--- config.mk ---
export PLATFORM = sky130hd
export DESIGN_NAME = mem_preload_ctrl
export DESIGN_NICKNAME = d
export VERILOG_FILES = /design/src/rtl/mem_preload_ctrl.sv
export SDC_FILE = /design/constraint.sdc
export NUM_CORES = 1
export LEC_CHECK = 0
export ABC_AREA = 0
export CAP_MARGIN = 10
export CORE_MARGIN = 2
export CORE_UTILIZATION = 45
export DETAILED_ROUTE_END_ITERATION = 12
export PLACE_DENSITY = 0.67
export SYNTH_ARGS = -nofsm -noshare
export SYNTH_HDL_FRONTEND = slang
export SYNTH_SLANG_ARGS = --single-unit
--- constraint.sdc ---
create_clock -name clk -period 7.3 [get_ports clk]
set_clock_uncertainty 0.05 [all_clocks]
set_input_delay 1.46 -clock clk [delete_from_list [all_inputs] [get_ports clk]]
set_output_delay 1.46 -clock clk [all_outputs]
set_load 0.005 [all_outputs]
--- src/rtl/mem_preload_ctrl.sv ---
//==============================================================================
// Module      : mem_preload_ctrl
// Description : Streams 26-bit operand pairs into the 128x52 operand memory.
//               Each accepted pair is packed as {op_a, op_b} and written to
//               consecutive addresses with active-low NCE/NWRT strobes using a
//               FETCH/SETUP/STROBE/HOLD sequence. done then hands the memory
//               over to the compute controller.
// Revision    : 1.0 - initial release
//==============================================================================
`default_nettype none
`timescale 1ns/1ps

module mem_preload_ctrl #(
  parameter int OP_W   = 26,
  parameter int DEPTH  = 128,
  parameter int ADDR_W = 7,
  parameter int RA_W   = 5,
  parameter int CA_W   = 2
) (
  input  logic                  clk,
  input  logic                  rstn,
  input  logic                  start,
  input  logic [OP_W-1:0]       op_a,
  input  logic [OP_W-1:0]       op_b,
  input  logic                  in_valid,
  output logic                  in_ready,
  output logic [2*OP_W-1:0]     DIN,
  output logic [RA_W-1:0]       RA,
  output logic [CA_W-1:0]       CA,
  output logic                  NCE,
  output logic                  NWRT,
  output logic                  busy,
  output logic                  done,
  output logic [ADDR_W:0]       wr_count
);

  localparam int CNT_W = ADDR_W + 1;
  localparam logic [CNT_W-1:0] C_DEPTH = CNT_W'(DEPTH);

  typedef enum logic [2:0] {
    S_IDLE   = 3'd0,
    S_FETCH  = 3'd1,
    S_SETUP  = 3'd2,
    S_STROBE = 3'd3,
    S_HOLD   = 3'd4,
    S_DONE   = 3'd5
  } state_t;

  state_t              r_state;
  state_t              w_state_nxt;

  // Two-entry input buffer
  logic [2*OP_W-1:0]   r_fifo [2];
  logic                r_wr_ptr;
  logic                r_rd_ptr;
  logic [1:0]          r_fifo_cnt;
  logic [1:0]          w_fifo_cnt_nxt;
  logic [CNT_W-1:0]    r_acc_cnt;
  logic [CNT_W-1:0]    w_acc_nxt;
  logic                w_push;
  logic                w_pop;

  // Next values of the registered outputs
  logic                w_busy_nxt;
  logic                w_done_nxt;
  logic [CNT_W-1:0]    w_wr_count_nxt;
  logic [2*OP_W-1:0]   w_din_nxt;
  logic [ADDR_W-1:0]   w_addr_nxt;
  logic                w_strobe_n_nxt;
  logic                w_in_ready_nxt;

  assign w_push = in_valid && in_ready;

  // State register
  always_ff @(posedge clk or posedge rstn) begin
    if (rstn) r_state <= S_IDLE;
    else      r_state <= w_state_nxt;
  end

  // Next-state and next-output decode; the write address is the running word count
  always_comb begin
    w_state_nxt    = r_state;
    w_busy_nxt     = busy;
    w_done_nxt     = done;
    w_wr_count_nxt = wr_count;
    w_acc_nxt      = r_acc_cnt + CNT_W'(w_push);
    w_din_nxt      = DIN;
    w_addr_nxt     = {RA, CA};
    w_pop          = 1'b0;
    case (r_state)
      S_IDLE, S_DONE: begin
        if (start) begin
          w_state_nxt    = S_FETCH;
          w_busy_nxt     = 1'b1;
          w_done_nxt     = 1'b0;
          w_wr_count_nxt = '0;
          w_acc_nxt      = '0;
        end
      end
      S_FETCH: begin
        if (r_fifo_cnt != 2'd0) begin
          w_pop       = 1'b1;
          w_din_nxt   = r_fifo[r_rd_ptr];
          w_addr_nxt  = wr_count[ADDR_W-1:0];
          w_state_nxt = S_SETUP;
        end
      end
      S_SETUP:  w_state_nxt = S_STROBE;
      S_STROBE: w_state_nxt = S_HOLD;
      S_HOLD: begin
        w_wr_count_nxt = wr_count + CNT_W'(1);
        if (w_wr_count_nxt == C_DEPTH) begin
          w_state_nxt = S_DONE;
          w_busy_nxt  = 1'b0;
          w_done_nxt  = 1'b1;
        end else begin
          w_state_nxt = S_FETCH;
        end
      end
      default: w_state_nxt = S_IDLE;
    endcase
    // Both strobes fall together and only in STROBE, so no read is ever issued
    w_strobe_n_nxt = (w_state_nxt != S_STROBE);
    w_fifo_cnt_nxt = r_fifo_cnt + 2'(w_push) - 2'(w_pop);
    w_in_ready_nxt = w_busy_nxt && (w_fifo_cnt_nxt != 2'd2) && (w_acc_nxt < C_DEPTH);
  end

  // Buffer pointers, occupancy and per-run accepted count
  always_ff @(posedge clk or posedge rstn) begin
    if (rstn) begin
      r_wr_ptr   <= 1'b0;
      r_rd_ptr   <= 1'b0;
      r_fifo_cnt <= 2'd0;
      r_acc_cnt  <= '0;
    end else begin
      if (w_push) r_wr_ptr <= ~r_wr_ptr;
      if (w_pop)  r_rd_ptr <= ~r_rd_ptr;
      r_fifo_cnt <= w_fifo_cnt_nxt;
      r_acc_cnt  <= w_acc_nxt;
    end
  end

  // Buffer storage; contents are don't-care while the occupancy is zero
  always_ff @(posedge clk) begin
    if (w_push) r_fifo[r_wr_ptr] <= {op_a, op_b};
  end

  // Registered outputs
  always_ff @(posedge clk or posedge rstn) begin
    if (rstn) begin
      in_ready <= 1'b0;
      DIN      <= '0;
      RA       <= '0;
      CA       <= '0;
      NCE      <= 1'b1;
      NWRT     <= 1'b1;
      busy     <= 1'b0;
      done     <= 1'b0;
      wr_count <= '0;
    end else begin
      in_ready <= w_in_ready_nxt;
      DIN      <= w_din_nxt;
      RA       <= w_addr_nxt[ADDR_W-1:CA_W];
      CA       <= w_addr_nxt[CA_W-1:0];
      NCE      <= w_strobe_n_nxt;
      NWRT     <= w_strobe_n_nxt;
      busy     <= w_busy_nxt;
      done     <= w_done_nxt;
      wr_count <= w_wr_count_nxt;
    end
  end

endmodule

`default_nettype wire
==> results of run 1 <==
power groups by stage:
stage / registers [uW] / clock network [uW] / logic (uW)
2_1_floorplan: 1630 / 0 / 709
3_3_place_gp: 1730 / 0 / 1080
3_5_place_dp: 1740 / 0 / 1110
4_1_cts: 1720 / 988 / 1120
5_1_grt: 1760 / 1030 / 1230
6_report: 1720 / 972 / 1090
state kept, by name, summed over array words and instances, names as in the netlist:
name,flops
CA,2
DIN,52
NWRT,1
RA,5
busy,1
done,1
in_ready,1
r_acc_cnt,8
r_fifo,104
r_fifo_cnt,2
r_rd_ptr,1
r_state,3
r_wr_ptr,1
wr_count,8
routing by layer:
metal  vias to the layer above  wire length [um]  GRT usage [%]
met5                         -                11              0
met4                         2               245           7.27
met3                        19               711           4.75
met2                       112              6570           27.4
met1                      2034              6010           22.2
li1                       1980                 -              -
final timing paths:
kind | startpoint | end | slack, ns | depth (start not counted)
hold / removal | CA[0] | CA[0] | 0.46 | 1
setup / recovery | in_valid | r_fifo[0][41] | 4.10 | 4
min in group asynchronous | rstn | DIN[30] | 1.39 | 2
max in group asynchronous | rstn | NWRT | 5.12 | 3
setup reg to reg | r_state[1] | in_ready | 4.60 | 8
hold reg to reg | CA[0] | CA[0] | 0.46 | 1
layout by cell type, fill, tap and decap left out, types with 2 or more instances in the layout:
| master | Yosys | final |
|---|---|---|
| sky130_fd_sc_hd__mux2_2 | 7 | 7 |
| sky130_fd_sc_hd__nor4_1 | 2 | 2 |
| sky130_fd_sc_hd__o21ai_0 | 13 | 13 |
| sky130_fd_sc_hd__a21oi_1 | 55 | 55 |
| sky130_fd_sc_hd__edfxtp_1 | 104 | 104 |
| sky130_fd_sc_hd__inv_8 | 0 | 2 |
| sky130_fd_sc_hd__xnor2_1 | 4 | 4 |
| sky130_fd_sc_hd__dfrtp_1 | 85 | 84 |
| sky130_fd_sc_hd__inv_1 | 4 | 3 |
| sky130_fd_sc_hd__bufinv_16 | 0 | 3 |
| sky130_fd_sc_hd__nand4_1 | 2 | 2 |
| sky130_fd_sc_hd__nor2b_1 | 3 | 3 |
| sky130_fd_sc_hd__buf_4 | 4 | 4 |
| sky130_fd_sc_hd__inv_6 | 0 | 6 |
| sky130_fd_sc_hd__nand3_1 | 9 | 9 |
| sky130_fd_sc_hd__nor2_1 | 63 | 62 |
| sky130_fd_sc_hd__mux2i_1 | 52 | 52 |
| sky130_fd_sc_hd__ha_1 | 5 | 5 |
| sky130_fd_sc_hd__nand2_1 | 7 | 7 |
| sky130_fd_sc_hd__clkinv_4 | 0 | 3 |
| sky130_fd_sc_hd__clkbuf_16 | 0 | 17 |
| sky130_fd_sc_hd__and3_1 | 5 | 4 |
| sky130_fd_sc_hd__xor2_1 | 7 | 7 |
| sky130_fd_sc_hd__clkdlybuf4s50_1 | 0 | 127 |
| sky130_fd_sc_hd__nand2b_1 | 2 | 2 |
through the flow:
| step | setup slack, ns | total power [uW] | util [%] | std cells |
|---|---|---|---|---|
| detailed placement | 3.60 | 2840 | 55.8 | 791 |
| floorplan | 3.03 | 2340 | - | 473 |
| finish | 4.10 | 3780 | 60.0 | 824 |
| global placement | 3.63 | 2810 | 55.8 | 791 |
| global route | 3.97 | 4020 | 60.0 | 824 |
| CTS | 4.04 | 3830 | 59.9 | 823 |
cell families (layout without fill, tap and decap cells):
logic type | count (synthesis) | after routing | synth area share, %
DFF | 190 | 190 | 74.4
muxes | 59 | 59 | 8.45
buffers and inverters | 28 | 168 | 2.03
xor gates and xnor gates | 11 | 11 | 1.36
adders and majority gates | 5 | 5 | 0.882
AOI/OAI and AO/OA | 79 | 79 | 6.09
and+or+nand+nor | 101 | 101 | 6.79
area by class of cell:
type / instances / area [um^2] / area share, %
flip-flops and latches: 190 / 5280 / 57.4
clock inverters: 15 / 199 / 2.16
well taps: 211 / 264 / 2.87
clock buffers: 17 / 425 / 4.63
repair buffers: 132 / 1330 / 14.5
multi-input cells: 255 / 1680 / 18.3
inverters: 4 / 17.5 / 0.191
==> results.sh, run 1 <==
export IMPL_result_of_the_run="finished, final reports clean"
export IMPL_finish_instance_area_um2=9200
export IMPL_finalCritPeriodShare_pct=43.9
export IMPL_area_growth_synth_to_final_pct=29.7
export IMPL_place_congestion=0.769
export IMPL_chipWidth_um=130
export IMPL_finalWirelength_mm=13.5
export IMPL_synth_top_cell_area_share_pct=44.0
export IMPL_whs_ns=0.458
export IMPL_drv_max_cap_violation_count=0
export IMPL_gr_usage_all_layers_pct=17.1
export IMPL_cts_setup_buffers=0
export IMPL_n_fill_cell=1222
export IMPL_synth_largest_area_cell="sky130_fd_sc_hd__edfxtp_1"
export IMPL_cts_root_buffer="sky130_fd_sc_hd__clkbuf_16"
export IMPL_p_int_uw=2610
export IMPL_synth_area_top_cells="sky130_fd_sc_hd__edfxtp_1 44%, sky130_fd_sc_hd__dfrtp_1 30%, sky130_fd_sc_hd__mux2i_1 7.3%"
export IMPL_power_share_combinational_pct=29.0
export IMPL_timing_critical_path_required_ns=7.34
export IMPL_chipHeight_um=130
export IMPL_postSynth_topFlopCell="sky130_fd_sc_hd__edfxtp_1"
export IMPL_post_synth_inst_count=473
export IMPL_critical_path_top_delay_family="buffers and inverters"
export IMPL_mappedNetlistArea_um2=7090
export IMPL_power_static_leakage_uw=0.00360
export IMPL_max_clock_buf_depth=2
export IMPL_final_hold_viol_count=0
export IMPL_crit_fanout=28
export IMPL_final_period_minus_worst_setup_slack_ns=3.20
export IMPL_clock_power_share_pct=25.7
export IMPL_ios=128
export IMPL_synth_fp_nets=534
export IMPL_wirelength_per_cell_um=16.4
export IMPL_antenna_cells_inserted=0
export IMPL_drc=0
export IMPL_cts_sinks=190
export IMPL_setup_viol=0
export IMPL_via_count=4147
export IMPL_ys_types=41
export IMPL_share_of_final_layout_standard_cells_stronger_than_drive_strength_1_pct=8.81
export IMPL_timing_setup_critical_path_class="primary input to register"
export IMPL_global_route_wire_length_before_repair_mm=21.3
export IMPL_synth_most_common_cell="sky130_fd_sc_hd__edfxtp_1"
export IMPL_cts_tree="built"
export IMPL_clk_transition_reported_paths_ns=0.07
export IMPL_maxSlewViolCount=0
export IMPL_num_nets_final=661
export IMPL_initial_core_utilization_pct=46.3
export IMPL_grt_pass1_vias=4184
export IMPL_sequentialPowerShare_pct=45.4
export IMPL_cp_num_buf_inv=2
export IMPL_grt_overflow=0
export IMPL_hold_class="register to register"
export IMPL_netlist_top_cells_count="104 x sky130_fd_sc_hd__edfxtp_1, 85 x sky130_fd_sc_hd__dfrtp_1, 63 x sky130_fd_sc_hd__nor2_1"
export IMPL_synth_async_sr_flop_share_pct=45.3
export IMPL_ys_seq_elements=190
export IMPL_grt_start_max_net_pins=87
export IMPL_p_sw_uw=1170
export IMPL_cp_max_stage_delay_ns=0.64
export IMPL_detailed_place_area_um2=8540
export IMPL_postRouteAntennaNets=0
export IMPL_cts_htree_levels=4
export IMPL_tritoncts_num_buffers=17
export IMPL_ys_seq_area_share_pct=74.4
export IMPL_cellPowerDensity_nw_per_um2=411
export IMPL_max_freq_mhz=312
export IMPL_insertion_delay_ns=0.44
export IMPL_place_port_buffers=127
export IMPL_number_of_flops_mapped_to_enable_cells_by_yosys=104
export IMPL_worst_ep_arrival_time_ns=3.25
export IMPL_switching_share_pct=30.9
export IMPL_critical_path_endpoint_type="register"
export IMPL_synthesis_yosys_warnings=0
export IMPL_unrepaired_setup_endpoints_after_global_routing="no"
export IMPL_rows=45
export IMPL_cts_repair_resized=0
export IMPL_fin_setup_tns_ns=0
export IMPL_peak_vdd_ir_uv=228
export IMPL_hold_buffers=0
export IMPL_worst_slew_pin_slew_ns=0.939
export IMPL_critical_path_cell_by_cell="clkdlybuf4s50_1, nand2_1, nor2_4, buf_4"
export IMPL_cp_slowest_cell="sky130_fd_sc_hd__nor2_4"
export IMPL_post_dp_hpwl_mm=8.41
export IMPL_dr_first_iter_drc_count=247
export IMPL_grt_antenna_before_repair=1
export IMPL_detail_route_vias_per_cell=5.03
export IMPL_syn_mean_instance_area_um2=15.0
export IMPL_first_pass_iters=4
export IMPL_die_area_um2=16800
export IMPL_worst_setup_path_start_kind="primary input"
export IMPL_max_slew_margin_pct=37.4
export IMPL_core_area_um2=15300
No activity file was read; power rests on OpenSTA's default activity.
==> inputs of run 2 (changes only) <==
Settings changed: PLACE_DENSITY 0.67 to 0.7.
Clock period 7.3 ns to 2.6 ns, I/O delays scaled along.
==> results.sh, run 2 (synthesis results as in run 1) <==
export IMPL_result_of_the_run="finished, final reports clean"
export IMPL_max_slew_margin_pct=34.9
export IMPL_r2r_cells=7
export IMPL_fin_cells=828
export IMPL_finalCritPeriodShare_pct=82.6
export IMPL_max_clock_buf_depth=2
export IMPL_postRouteAntennaNets=0
export IMPL_mostFrequentLayoutCell="sky130_fd_sc_hd__clkdlybuf4s50_1"
export IMPL_p_sw_uw=3210
export IMPL_cp_num_buf_inv=1
export IMPL_fin_setup_tns_ns=0
export IMPL_rows=45
export IMPL_crit_fanout=10
export IMPL_timing_reg2reg_setup_slack_ns=0.45
export IMPL_grt_start_max_net_pins=114
export IMPL_cts_repair_resized=0
export IMPL_sequentialPowerShare_pct=45.1
export IMPL_largest_register_ff_count=104
export IMPL_cts_root_buffer="sky130_fd_sc_hd__clkbuf_16"
export IMPL_worstSetupPathDepth=7
export IMPL_layout_top_registers="r_fifo x104, DIN x52"
export IMPL_timing_setup_critical_path_class="register to register"
export IMPL_final_period_minus_worst_setup_slack_ns=2.15
export IMPL_drv_max_cap_violation_count=0
export IMPL_cp_max_stage_delay_ns=0.49
export IMPL_critPathCapture="in_ready"
export IMPL_cts_sinks=190
export IMPL_via_count=4157
export IMPL_insertion_delay_ns=0.42
export IMPL_grt_pass1_vias=4170
export IMPL_wirelength_per_cell_um=16.3
export IMPL_maxSlewViolCount=0
export IMPL_p_total_uw=10700
export IMPL_grt_overflow=0
export IMPL_timing_critical_path_required_ns=2.86
export IMPL_gr_usage_all_layers_pct=17.1
export IMPL_num_nets_final=665
export IMPL_dr_first_iter_drc_count=245
export IMPL_p_int_uw=7480
export IMPL_place_congestion=0.790
export IMPL_worst_r2r_startpoint="r_state[1]"
export IMPL_unrepaired_setup_endpoints_after_global_routing="no"
export IMPL_regMostFlops="r_fifo"
export IMPL_clock_power_share_pct=25.5
export IMPL_critical_path_top_delay_family="flip-flops"
export IMPL_worst_slew_pin_slew_ns=0.976
export IMPL_critical_path_cell_by_cell="nor4b_4, ha_1, inv_1, ha_1, xnor2_1, xnor2_1, a2111oi_2"
export IMPL_worst_ep_arrival_time_ns=2.41
export IMPL_chipWidth_um=130
export IMPL_switching_share_pct=30.0
export IMPL_cts_tree="built"
export IMPL_cp_slowest_cell="sky130_fd_sc_hd__dfrtp_1"
export IMPL_post_dp_hpwl_mm=8.32
export IMPL_drc=0
export IMPL_share_of_final_layout_standard_cells_stronger_than_drive_strength_1_pct=9.24
export IMPL_detail_route_vias_per_cell=5.02
export IMPL_cts_setup_buffers=0
export IMPL_cts_htree_levels=4
export IMPL_first_pass_iters=5
export IMPL_chipHeight_um=130
export IMPL_grt_antenna_before_repair=0
export IMPL_initial_core_utilization_pct=46.3
export IMPL_rr_endpoint="in_ready"
export IMPL_antenna_cells_inserted=0
export IMPL_power_share_combinational_pct=29.4
export IMPL_hold_buffers=0
export IMPL_worst_setup_path_start_kind="register"
export IMPL_tritoncts_num_buffers=17
export IMPL_clk_transition_reported_paths_ns=0.06
export IMPL_global_route_wire_length_before_repair_mm=21.6
export IMPL_area_growth_synth_to_final_pct=30.5
export IMPL_setup_viol=0
export IMPL_mostFrequentLayoutCells="127 x sky130_fd_sc_hd__clkdlybuf4s50_1, 104 x sky130_fd_sc_hd__edfxtp_1, 84 x sky130_fd_sc_hd__dfrtp_1, 62 x sky130_fd_sc_hd__nor2_1, 55 x sky130_fd_sc_hd__a21oi_1"
export IMPL_cellPowerDensity_nw_per_um2=1150
export IMPL_hold_class="primary input to async pin"
export IMPL_final_hold_viol_count=0
export IMPL_core_area_um2=15300
export IMPL_dp_cells=796
export IMPL_place_port_buffers=127
export IMPL_finalWirelength_mm=13.5
export IMPL_critical_path_endpoint_type="register"
export IMPL_die_area_um2=16800
export IMPL_ios=128
export IMPL_peak_vdd_ir_uv=661
export IMPL_power_static_leakage_uw=0.00363
export IMPL_max_freq_mhz=466
export IMPL_startpoint="r_state[1]"
run 2: power groups by stage:
| stage | sequential (uW) | clock (uW) | combinational (uW) |
|---|---|---|---|
| 5_1_grt | 4930 | 2910 | 3500 |
| 3_5_place_dp | 4880 | 0 | 3180 |
| 6_report | 4820 | 2730 | 3140 |
| 2_1_floorplan | 4560 | 0 | 1990 |
| 3_3_place_gp | 4830 | 0 | 3110 |
| 4_1_cts | 4830 | 2790 | 3200 |
run 2: worst min path at each step:
| stage | start | end | slack [ns] | cells past startpoint |
|---|---|---|---|---|
| after floorplan | r_wr_ptr | r_wr_ptr | 0.43 | 1 |
| after global routing | rstn | DIN[30] | 0.45 | 2 |
| after CTS | rstn | DIN[30] | 0.43 | 2 |
| final | rstn | DIN[30] | 0.42 | 2 |
| after global placement | RA[0] | RA[0] | 0.44 | 1 |
| after detailed placement | RA[4] | RA[4] | 0.45 | 1 |
run 2: final cells by class:
class	instances	area (um^2)
inverters	4	18.8
clock buffers	18	439
repair buffers	136	1390
well taps	211	264
multi-input cells	255	1680
fillers	1187	6060
flip-flops and latches	190	5280
clock inverters	14	186
run 2: per-layer routing:
layer  GRT usage [%]  wire length (um)
met5               0                 0
met4            5.95               115
met3            5.41               760
met2            27.3              6600
met1            22.2              6000
run 2: stage by stage:
stage          util, %  hold WS [ns]  cell area (um^2)  setup WS, ns
6_report          60.4         0.423              9260         0.453
5_1_grt           60.4         0.451              9260         0.282
4_1_cts           60.4         0.428              9260         0.421
3_5_place_dp      56.4         0.445              8630         0.198
3_3_place_gp      56.4         0.441              8630         0.244
2_1_floorplan        -         0.429              7100         0.137
